<file path="config.mk">
export PLATFORM = sky130hd
export DESIGN_NAME = imem_boot_loader
export DESIGN_NICKNAME = d
export VERILOG_FILES = /design/src/rtl/imem_boot_loader.sv
export SDC_FILE = /design/constraint.sdc
export NUM_CORES = 1
export LEC_CHECK = 0
export ABC_AREA = 1
export BUFFER_PORTS_ARGS = -buffer_cell sky130_fd_sc_hd__buf_2
export CAP_MARGIN = 15
export CORE_MARGIN = 2
export CORE_UTILIZATION = 55
export DETAILED_ROUTE_END_ITERATION = 10
export GPL_TIMING_DRIVEN = 0
export HOLD_SLACK_MARGIN = 0.12
export PLACE_DENSITY_LB_ADDON = 0.12
export SLEW_MARGIN = 20
export SYNTH_ARGS = -nofsm -noshare
export SYNTH_HDL_FRONTEND = slang
export SYNTH_SLANG_ARGS = --single-unit
</file>
<file path="constraint.sdc">
create_clock -name clk -period 3.2 [get_ports clk]
set_input_delay 0.32 -clock clk [delete_from_list [all_inputs] [get_ports clk]]
set_output_delay 0.32 -clock clk [all_outputs]
set_load 0.03 [all_outputs]
</file>
<file path="src/rtl/imem_boot_loader.sv">
// imem_boot_loader
//   Byte-serial program loader that writes the pipeline's instruction memory.
//   Accepts a framed image (LEN_HI, LEN_LO, 4*N big-endian instruction bytes,
//   CSUM) over a valid/ready byte stream. It writes each assembled word to
//   instruction memory and holds the pipeline in reset until the XOR checksum
//   of the frame has been verified.
//
// Ports
//   clk           system clock, rising edge
//   reset         asynchronous active-low reset
//   in_valid      source presents a byte on in_data
//   in_data       stream byte
//   in_ready      loader accepts a byte this cycle (combinational)
//   reload        one-cycle pulse; restarts loading from RUN or ERR
//   imem_we       instruction-memory write strobe, one cycle per word
//   imem_addr     word address of the write
//   imem_wdata    instruction word of the write
//   cpu_reset     active-high pipeline reset, released only after a good load
//   done          image loaded and checksum verified
//   error         checksum mismatch or oversize image
//   words_loaded  words written during the current load
//
// state  | meaning
// -------+----------------------------------------------------------
// LEN_HI | waiting for the high byte of the word count
// LEN_LO | waiting for the low byte; range-checks the word count
// DATA   | assembling instruction words, 4 bytes each, MSB first
// CSUM   | waiting for the checksum byte
// RUN    | image good; pipeline released, waits for reload
// ERR    | bad checksum or oversize image; waits for reload

module imem_boot_loader #(
  parameter int                ADDR_W    = 8,
  parameter logic [ADDR_W-1:0] BASE_ADDR = '0
) (
  input  logic              clk,
  input  logic              reset,
  input  logic              in_valid,
  input  logic [7:0]        in_data,
  output logic              in_ready,
  input  logic              reload,
  output logic              imem_we,
  output logic [ADDR_W-1:0] imem_addr,
  output logic [31:0]       imem_wdata,
  output logic              cpu_reset,
  output logic              done,
  output logic              error,
  output logic [ADDR_W:0]   words_loaded
);

  typedef enum logic [2:0] {
    S_LEN_HI = 3'd0,
    S_LEN_LO = 3'd1,
    S_DATA   = 3'd2,
    S_CSUM   = 3'd3,
    S_RUN    = 3'd4,
    S_ERR    = 3'd5
  } state_t;

  state_t      state;
  state_t      state_nxt;

  logic [15:0] len_q;
  logic [15:0] len_full;
  logic [1:0]  byte_cnt;
  logic [23:0] asm_q;
  logic [7:0]  acc_q;

  logic        accept;
  logic        word_done;
  logic        last_word;
  logic        reload_ok;

  assign accept    = in_valid & in_ready;
  // The low length byte is still on in_data when LEN_LO decides the next state.
  assign len_full  = {len_q[15:8], in_data};
  assign word_done = accept && (state == S_DATA) && (byte_cnt == 2'd3);
  // words_loaded still counts completed words while the 4th byte is on the bus.
  assign last_word = ((32'(words_loaded) + 32'd1) == 32'(len_q));
  assign reload_ok = reload && ((state == S_RUN) || (state == S_ERR));

  // State register
  always_ff @(posedge clk or negedge reset) begin
    if (!reset) begin
      state <= S_LEN_HI;
    end else begin
      state <= state_nxt;
    end
  end

  // Next-state logic
  always_comb begin
    state_nxt = state;
    case (state)
      S_LEN_HI: begin
        if (accept) state_nxt = S_LEN_LO;
      end
      S_LEN_LO: begin
        if (accept) begin
          if (32'(len_full) > (32'd1 << ADDR_W)) begin
            state_nxt = S_ERR;
          end else if (len_full == 16'd0) begin
            state_nxt = S_CSUM;
          end else begin
            state_nxt = S_DATA;
          end
        end
      end
      S_DATA: begin
        if (word_done && last_word) state_nxt = S_CSUM;
      end
      S_CSUM: begin
        if (accept) state_nxt = (in_data == acc_q) ? S_RUN : S_ERR;
      end
      S_RUN, S_ERR: begin
        if (reload) state_nxt = S_LEN_HI;
      end
      default: state_nxt = S_LEN_HI;
    endcase
  end

  // Output logic. in_ready is gated by reset so that no byte looks accepted
  // while reset is asserted.
  always_comb begin
    in_ready = 1'b0;
    case (state)
      S_LEN_HI, S_LEN_LO, S_DATA, S_CSUM: in_ready = reset;
      default:                            in_ready = 1'b0;
    endcase
  end

  // Datapath and registered status outputs
  always_ff @(posedge clk or negedge reset) begin
    if (!reset) begin
      len_q        <= '0;
      byte_cnt     <= '0;
      asm_q        <= '0;
      acc_q        <= '0;
      imem_we      <= 1'b0;
      imem_addr    <= BASE_ADDR;
      imem_wdata   <= '0;
      words_loaded <= '0;
      cpu_reset    <= 1'b1;
      done         <= 1'b0;
      error        <= 1'b0;
    end else begin
      imem_we <= word_done;

      if (accept && (state != S_CSUM)) begin
        acc_q <= acc_q ^ in_data;
      end

      if (accept && (state == S_LEN_HI)) begin
        len_q[15:8] <= in_data;
        byte_cnt    <= '0;
      end

      if (accept && (state == S_LEN_LO)) begin
        len_q[7:0] <= in_data;
      end

      if (accept && (state == S_DATA)) begin
        asm_q    <= {asm_q[15:0], in_data};
        byte_cnt <= byte_cnt + 2'd1;
      end

      // Address wraps modulo the memory depth; oversize is caught at LEN_LO.
      if (word_done) begin
        imem_wdata   <= {asm_q, in_data};
        imem_addr    <= BASE_ADDR + words_loaded[ADDR_W-1:0];
        words_loaded <= words_loaded + {{ADDR_W{1'b0}}, 1'b1};
      end

      if (reload_ok) begin
        len_q        <= '0;
        byte_cnt     <= '0;
        acc_q        <= '0;
        words_loaded <= '0;
      end

      cpu_reset <= (state_nxt != S_RUN);
      done      <= (state_nxt == S_RUN);
      error     <= (state_nxt == S_ERR);
    end
  end

endmodule

</file>
==> results of run 1 <==
## metrics by stage
stage	instances	hold slack, ps	cell area, um2	TNS [ps]	utilization
floorplan	552	24.4	4730	0	-
global placement	722	463	5190	-25740	0.628
detailed placement	723	195	5220	0	0.632
CTS	740	239	5440	0	0.659
global route	740	256	5440	0	0.659
finish	740	250	5440	0	0.659
## per-layer routing
metal	vias up	routed length (um)	track usage
li1	1918	-	-
met4	0	123	0.0650
met3	13	550	0.0556
met1	1881	4860	0.326
met5	-	0	0
met2	97	4880	0.364
## final cells by class
class                   count  area, um2  area share
clock buffers               9        124      0.0228
plain buffers              17       90.1      0.0166
clock inverters             7       83.8      0.0154
repair buffers             67        369      0.0678
flip-flops and latches    106       2650       0.488
well taps                 105        131      0.0241
inverters                  70        263      0.0483
multi-input cells         359       1730       0.317
## kinds of logic after synthesis
group | count (synthesis)
compound gates | 98
xor+xnor | 3
fa+ha+maj | 2
buf+inv | 87
flops | 106
simple gates | 256
## flip-flops by register name, summed over array words and instances (netlist names)
signal,count
acc_q,8
asm_q,24
byte_cnt,2
cpu_reset,1
done,1
error,1
imem_addr,8
imem_wdata,32
imem_we,1
len_q,16
state,3
words_loaded,9
## synthesized netlist by cell type, drive strengths merged (2+ instances only)
cell / n
buf: 11
nor2: 33
ha: 2
o22ai: 10
clkbuf: 6
inv: 68
dfrtp: 105
o21ai: 85
nor3: 3
clkinv: 2
a21oi: 2
nand4: 4
nand2: 176
nand3b: 4
xor2: 2
nand3: 35
## tightest hold or removal path, stage by stage
cell     delay (ps)
buf_2           150
nand2_1          70
nand2_1          40
## power groups by stage
stage | registers (mW) | logic (mW) | clock network (mW)
floorplan | 2.79 | 1.08 | 0
global placement | 2.27 | 2.18 | 0
detailed placement | 2.30 | 2.24 | 0
CTS | 2.28 | 2.25 | 0.880
global route | 2.35 | 2.50 | 0.946
finish | 2.29 | 2.23 | 0.865
## worst max-delay path by stage
stage,to,from,slack [ps],cells past startpoint
floorplan,done$_DFF_PN0_,words_loaded[0]$_DFFE_PN0P_,1410,12
global placement,words_loaded[8]$_DFFE_PN0P_,reset,-360,7
detailed placement,words_loaded[3]$_DFFE_PN0P_,reset,980,8
CTS,words_loaded[3]$_DFFE_PN0P_,reset,800,9
global route,acc_q[4]$_DFFE_PN0P_,reset,560,8
finish,len_q[14]$_DFFE_PN0P_,reset,830,9
## timing repair
item	in CTS	in global routing
buffers inserted	0	0
hold buffers	1	0
hold endpoints to repair	25	0
==> qor.yml, run 1 <==
wl_per_cell_um: 14.1
synth_cells: 552
synthSimpleGateAreaFrac: 0.240
fillers: 714
reg2reg_from: "words_loaded[0]$_DFFE_PN0P_"
nNetsFinal: 644
wirelength_um: 10400
clock_sinks: 106
grt_max_degree: 84
max_slew_margin: 0.616
layout_setup_ws_ps: 831
power_mw: 5.38
clk_latency_ps: 370
synth_top_family_by_area: "simple AND/OR/NAND/NOR gates"
synthArstFlopShare: 1.00
reg2reg_depth: 12
holdPathStages: 3
endpoint_kind: "register"
ys.flop_type: "dfrtp_1"
clock_skew_ps: 10.3
area_delta_synth_final_pct: 15.0
synth_area_leaders: "dfrtp_1, nand2_1, o21ai_0"
numCtsBuffers: 9
syn_nets: 566
drtIter0Drc: 207
reg2reg_setup_slack_ps: 1300
cpPeakStageDelay_ps: 540
cp.required_ps: 3460
ios: 66
cp_max_fo: 83
cts_tree: "yes"
drcViolationCount: 0
place.detailed.hpwl_um: 7640
clock.fmax_mhz: 422
firstDrtPassIters: 4
power.leakage_nw: 2.86
clockBufferDepth: 2
drive_gt1_frac: 0.187
root_buffer: "clkbuf_8"
grt.total_usage: 0.232
grt_pass1_wl_um: 17700
synth_area_leader_cell: "dfrtp_1"
start_util: 0.573
rsz0062_at_grt: "no"
cap_viol_max_count: 0
yosys.area.top_type_share: 0.555
numPortBuffers: 65
yosys_warnings: 0
finalSetupViolations: 0
ys_seq_area_frac: 0.561
grt_overflow: 0
grt_pass1_vias: 3694
status: "complete, no violations"
path_common_cell: "buf_6"
globalplace.congestion: 0.840
internal_power_mw: 2.97
rows: 33
clk_pin_slew_ps: 100
pwr-share-clk: 0.161
yosysUniqueCellTypes: 32
path_class: "in -> reg"
syn_area_um2: 4730
tightest_slew_ps: 575
synth-compound-area-share: 0.114
synth_edf_count: 0
antenna_found_initial: 0
cp-start-kind: "input pin"
die_x_um: 96.8
comb_power_share: 0.415
pwr-share-seq: 0.425
htreeDepth: 3
diodes: 0
min-delay-path-class: "in -> reg"
arrival_ps: 2630
final_antenna_net_count: 0
min_period_ps: 2370
critical_path.top_delay_family: "buffers and inverters"
path_cells: "dlygate4sd3_1 > buf_6 > buf_16 > nand3_4 > nor3_1 > nor2_4 > buf_6 > nand2_1 > o21ai_2"
slowest_stage: "dlygate4sd3_1"
report.final.slew_viol_count: 0
die_h_um: 96.8
ir_drop_mv: 0.584
min_to: "imem_wdata[1]$_DFFE_PN0P_"
timing.rr.end: "done$_DFF_PN0_"
dpl_worst_slack_ps: 978
viasPerCell: 5.28
sw_frac_of_total: 0.448
layout_common_cells: "nand2_1, dfrtp_1, buf_2"
holdCritStartpoint: "in_data[1]"
syn_area_per_cell_um2: 8.57
hold_violations: 0
power_switching_mw: 2.41
synth_adder_area_share: 0.00529
power_density_nw_per_um2: 989
final_common_cell: "nand2_1"
synthMuxAreaShare: 0
vias: 3909
layout_worst_path_cycle_share: 0.740
critPathBufInv: 4
die-area_um2: 9360
synth-xor-area-share: 0.00555
ctsResizeCount: 0
design.core.area_um2: 8260
ys_ff_latch: 106
Power figures use the tool's default switching activity.
==> run 2, diff against run 1 <==
==> constraint.sdc (replaced) <==
create_clock -name clk -period 2.4 [get_ports clk]
set_input_delay 0.24 -clock clk [delete_from_list [all_inputs] [get_ports clk]]
set_output_delay 0.24 -clock clk [all_outputs]
set_load 0.03 [all_outputs]
==> run 2 against run 1 <==
Die area unchanged; worst setup slack got worse by 590 ps; sequential power increased by 33%; global-route usage unchanged; first-iteration DRC count decreased by 4.8%; combinational power increased by 34%; via count increased by 0.36%; critical path depth unchanged; power increased by 33%; cell area increased by 0.46%; clock skew increased by 1.9 ps; wire length increased by 1.8%; critical endpoint is now words_loaded[3]$_DFFE_PN0P_; largest cell class unchanged; highest routed layer unchanged.
==> qor.yml, run 2 (same netlist as run 1, synthesis figures left out) <==
nNetsFinal: 645
power_density_nw_per_um2: 1310
path_common_cell: "buf_6"
wirelength_um: 10600
layout_worst_path_cycle_share: 0.898
cp-start-kind: "input pin"
endpoint_kind: "register"
power_mw: 7.18
cts_tree: "yes"
dpl_worst_slack_ps: 258
die_h_um: 96.8
top_regs: "imem_wdata: 32 flops, asm_q: 24 flops, len_q: 16 flops"
die_x_um: 96.8
path_cells: "dlygate4sd3_1 > buf_6 > buf_16 > nand3_4 > nor2_8 > nand2_4 > buf_6 > nand2_1 > o22ai_1"
top_register: "imem_wdata"
numCtsBuffers: 9
register_area_um2: 2650
htreeDepth: 3
vias: 3923
antenna_found_initial: 0
ir_drop_mv: 0.792
multi_input_area_um2: 1730
grt_pass1_wl_um: 17700
place.detailed.hpwl_um: 7640
path_class: "in -> reg"
clock_sinks: 106
grt_overflow: 0
start_util: 0.573
drtIter0Drc: 197
cpPeakStageDelay_ps: 540
fillers: 712
rsz0062_at_grt: "no"
cp.required_ps: 2630
wl_per_cell_um: 14.3
grt_max_degree: 84
status: "complete, no violations"
area_delta_synth_final_pct: 15.5
clk_pin_slew_ps: 100
layout_setup_ws_ps: 244
clk_latency_ps: 370
drcViolationCount: 0
clock.fmax_mhz: 464
cp_max_fo: 42
die-area_um2: 9360
placed_cell_area_um2: 5220
ctsResizeCount: 0
grt.total_usage: 0.232
arrival_ps: 2390
grt_pass1_vias: 3694
report.final.slew_viol_count: 0
drive_gt1_frac: 0.189
tightest_slew_ps: 525
slowest_stage: "dlygate4sd3_1"
root_buffer: "clkbuf_8"
globalplace.congestion: 0.840
largest_reg_flops: 32
layout_common_cells: "nand2_1, dfrtp_1, buf_2"
hold_violations: 0
final_common_cell: "nand2_1"
max_slew_margin: 0.650
hold_ws_ps: 172
clock_skew_ps: 12.2
clockBufferDepth: 2
design.core.area_um2: 8260
rows: 33
power.leakage_nw: 2.87
cap_viol_max_count: 0
viasPerCell: 5.29
numPortBuffers: 65
final_antenna_net_count: 0
min-delay-path-class: "in -> reg"
min_period_ps: 2160
firstDrtPassIters: 4
diodes: 0
final_area_um2: 5470
finalSetupViolations: 0
ios: 66
run 2: final cells by class:
| type | count | share of cell area |
|---|---|---|
| flip-flops and latches | 106 | 0.486 |
| repair buffers | 68 | 0.0721 |
| plain buffers | 17 | 0.0165 |
| multi-input cells | 359 | 0.316 |
| well taps | 105 | 0.0240 |
| clock inverters | 7 | 0.0153 |
| clock buffers | 9 | 0.0227 |
| inverters | 70 | 0.0481 |
run 2: final timing paths:
kind,from,endpoint,slack [ps],cells after the start
worst max-delay path,reset,words_loaded[3]$_DFFE_PN0P_,240,9
min in group asynchronous,reset,imem_wdata[24]$_DFFE_PN0P_,290,2
max in group asynchronous,reset,cpu_reset$_DFF_PN1_,1530,3
worst min register to register,imem_wdata[15]$_DFFE_PN0P_,imem_wdata[15]$_DFFE_PN0P_,490,2
worst max register to register,words_loaded[0]$_DFFE_PN0P_,done$_DFF_PN0_,500,12
worst min-delay path,in_data[1],imem_wdata[1]$_DFFE_PN0P_,170,3
run 2: layer usage:
| layer | global-route usage | routed length, um | vias to the layer above |
|---|---|---|---|
| met4 | 0.0650 | 117 | 0 |
| met2 | 0.364 | 5010 | 99 |
| met3 | 0.0556 | 583 | 11 |
| li1 | - | - | 1924 |
| met5 | 0 | 0 | - |
| met1 | 0.326 | 4890 | 1889 |
run 2: worst max-delay path, delay by kind of cell:
| kind | cells | cell delay (ps) |
|---|---|---|
| and+or+nand+nor | 4 | 720 |
| AOI/OAI and AO/OA | 1 | 150 |
| buffers and inverters | 4 | 1220 |
run 2: metrics by stage:
step | cells | setup TNS, ps | utilization
CTS | 740 | 0 | 0.659
floorplan | 552 | 0 | -
finish | 741 | 0 | 0.662
global route | 741 | 0 | 0.662
detailed placement | 723 | 0 | 0.632
global placement | 722 | -110870 | 0.628
run 2: report_power, final:
group | switching (mW) | leakage [nW] | internal [mW]
clock | 0.651 | 0.103 | 0.503
sequential | 0.516 | 1.35 | 2.53
combinational | 2.05 | 1.41 | 0.927
run 2: timing repair:
action	CTS	global route
buffers inserted	0	0
hold buffers	1	0
setup endpoints to repair	0	38
endpoints found under the hold margin	105	0
==> run 3, diff against run 2 <==
--- a/config.mk
+++ b/config.mk
@@ -6,11 +6,11 @@
 export NUM_CORES = 1
 export LEC_CHECK = 0
 export ABC_AREA = 1
-export BUFFER_PORTS_ARGS = -buffer_cell sky130_fd_sc_hd__buf_2
 export CAP_MARGIN = 15
 export CORE_MARGIN = 2
 export CORE_UTILIZATION = 55
 export DETAILED_ROUTE_END_ITERATION = 10
+export DONT_BUFFER_PORTS = 1
 export GPL_TIMING_DRIVEN = 0
 export HOLD_SLACK_MARGIN = 0.12
 export PLACE_DENSITY_LB_ADDON = 0.12
==> run 3 against run 2 <==
Count of clock-buffer cells in the layout is the same; sequential share of layout area up 3.3 points; highest routed layer unchanged; cell area is 6.3% lower; via count shrank 6.7%; sequential power is 26% higher; combinational power shrank 40%; critical path depth up 1; the run now ends with hold timing left; wire length fell by 1.0%; die area unchanged; maximum frequency is 1.8% higher; worst setup slack improved by 37 ps.
==> qor.yml, run 3 (same netlist as run 1, synthesis figures left out) <==
clockBufferDepth: 2
rows: 33
nNetsFinal: 585
drtIter0Drc: 188
finalSetupViolations: 0
post-route-util: 0.620
slowest_stage: "dfrtp_1"
wirelength_um: 10500
critical_path.top_delay_family: "simple AND/OR/NAND/NOR gates"
cp.required_ps: 2680
hold_ws_ps: -447
final_area_um2: 5120
status: "finished with violations"
clock.fmax_mhz: 472
wl_per_cell_um: 15.4
power_density_nw_per_um2: 1300
reg2reg_setup_slack_ps: 280
clock_skew_ps: 8.28
grt_use_met1: 0.322
layout_common_cells: "nand2_1, dfrtp_1, inv_1"
drcViolationCount: 0
vias: 3659
endpoint: "done$_DFF_PN0_"
hold_violations: 106
die_h_um: 96.8
start_util: 0.573
ir_drop_mv: 0.556
failed_checks: "hold timing"
numCtsBuffers: 9
max_slew_margin: 0.640
ios: 66
setup_tns_ps: 0
hold_buffers: 8
grt_pass1_wl_um: 17500
firstDrtPassIters: 4
tightest_slew_ps: 538
busiest_layer: "met2"
grt_overflow: 0
final_antenna_net_count: 0
cap_viol_max_count: 0
place.detailed.hpwl_um: 7250
ctsResizeCount: 0
htreeDepth: 3
use_met3: 0.0701
endpoint_kind: "register"
die-area_um2: 9360
cp_max_fo: 7
layout_worst_path_cycle_share: 0.883
placed_cell_area_um2: 4860
cpPeakStageDelay_ps: 670
cts_tree: "yes"
grt_max_degree: 109
die_x_um: 96.8
grt.total_usage: 0.233
power.leakage_nw: 2.56
clock_sinks: 106
area_delta_synth_final_pct: 8.17
use_met2: 0.353
viasPerCell: 5.38
diodes: 0
drive_gt1_frac: 0.0904
cp-start-kind: "register"
path_cells: "ha_1 > nand2_1 > nor2_4 > nand3_1 > nand3b_1 > nand2_1 > nor2_1 > nand3_2 > nand3_2 > inv_2"
min-delay-path-class: "in -> async"
grt_pass1_vias: 3567
reg2reg_from: "words_loaded[0]$_DFFE_PN0P_"
antenna_found_initial: 0
largest_reg_flops: 32
clk_latency_ps: 370
min_period_ps: 2120
top_register: "imem_wdata"
root_buffer: "clkbuf_8"
globalplace.congestion: 0.843
top_regs: "imem_wdata: 32 flops, asm_q: 24 flops, len_q: 16 flops"
numPortBuffers: 0
startpoint: "words_loaded[0]$_DFFE_PN0P_"
path_depth: 10
cts_setup_buffers: 0
path_class: "reg -> reg"
report.final.slew_viol_count: 0
final_common_cell: "nand2_1"
reg2reg_depth: 10
rsz0062_at_grt: "no"
clk_pin_slew_ps: 100
timing.rr.end: "done$_DFF_PN0_"
design.core.area_um2: 8260
arrival_ps: 2400
critPathBufInv: 1
-- run 3: cell count changes in the layout (fill, tap and decap cells not counted) --
cell	previous run	this run
bufinv_16	1	0
clkinv_4	1	3
clkinv_2	0	1
clkinvlp_4	1	0
clkbuf_16	1	0
buf_6	3	2
buf_2	73	9
inv_6	3	1
buf_16	1	0
dlygate4sd3_1	1	8
-- run 3: area by class of cell --
cell class / count / area [um2]
clock buffers: 9 / 124
plain buffers: 17 / 90.1
fillers: 709 / 3140
inverters: 70 / 263
clock inverters: 6 / 51.3
well taps: 105 / 131
multi-input cells: 359 / 1730
repair buffers: 8 / 80.1
flip-flops and latches: 106 / 2650
-- run 3: how the worst min path moves through the flow --
| stage | endpoint | depth (start not counted) |
|---|---|---|
| 2_1_floorplan | acc_q[0]$_DFFE_PN0P_ | 0 |
| 5_1_grt | imem_wdata[16]$_DFFE_PN0P_ | 0 |
| 3_5_place_dp | imem_wdata[27]$_DFFE_PN0P_ | 0 |
| 3_3_place_gp | imem_wdata[27]$_DFFE_PN0P_ | 0 |
| 4_1_cts | imem_wdata[10]$_DFFE_PN0P_ | 0 |
| 6_report | imem_addr[4]$_DFFE_PN0P_ | 0 |
-- run 3: power by group --
part | internal [mW] | switching, mW | total (mW)
Sequential | 2.52 | 1.33 | 3.85
Combinational | 0.667 | 1.12 | 1.79
Clock | 0.387 | 0.632 | 1.02
Total | 3.57 | 3.08 | 6.66
-- run 3: through the flow --
| stage | hold slack [ps] | instances | power, mW | setup WS, ps |
|---|---|---|---|---|
| after floorplan | -55.6 | 552 | 5.15 | 615 |
| after global placement | -53.0 | 657 | 5.56 | 345 |
| after detailed placement | -53.2 | 657 | 5.65 | 311 |
| after CTS | -464 | 680 | 6.68 | 300 |
| after global routing | -477 | 680 | 7.14 | 92.0 |
| final | -447 | 680 | 6.66 | 281 |
-- run 3: layer usage --
layer	up-vias	wire, um
li1	1803	-
met1	1725	4760
met4	0	180
met3	16	856
met5	-	0
met2	115	4690
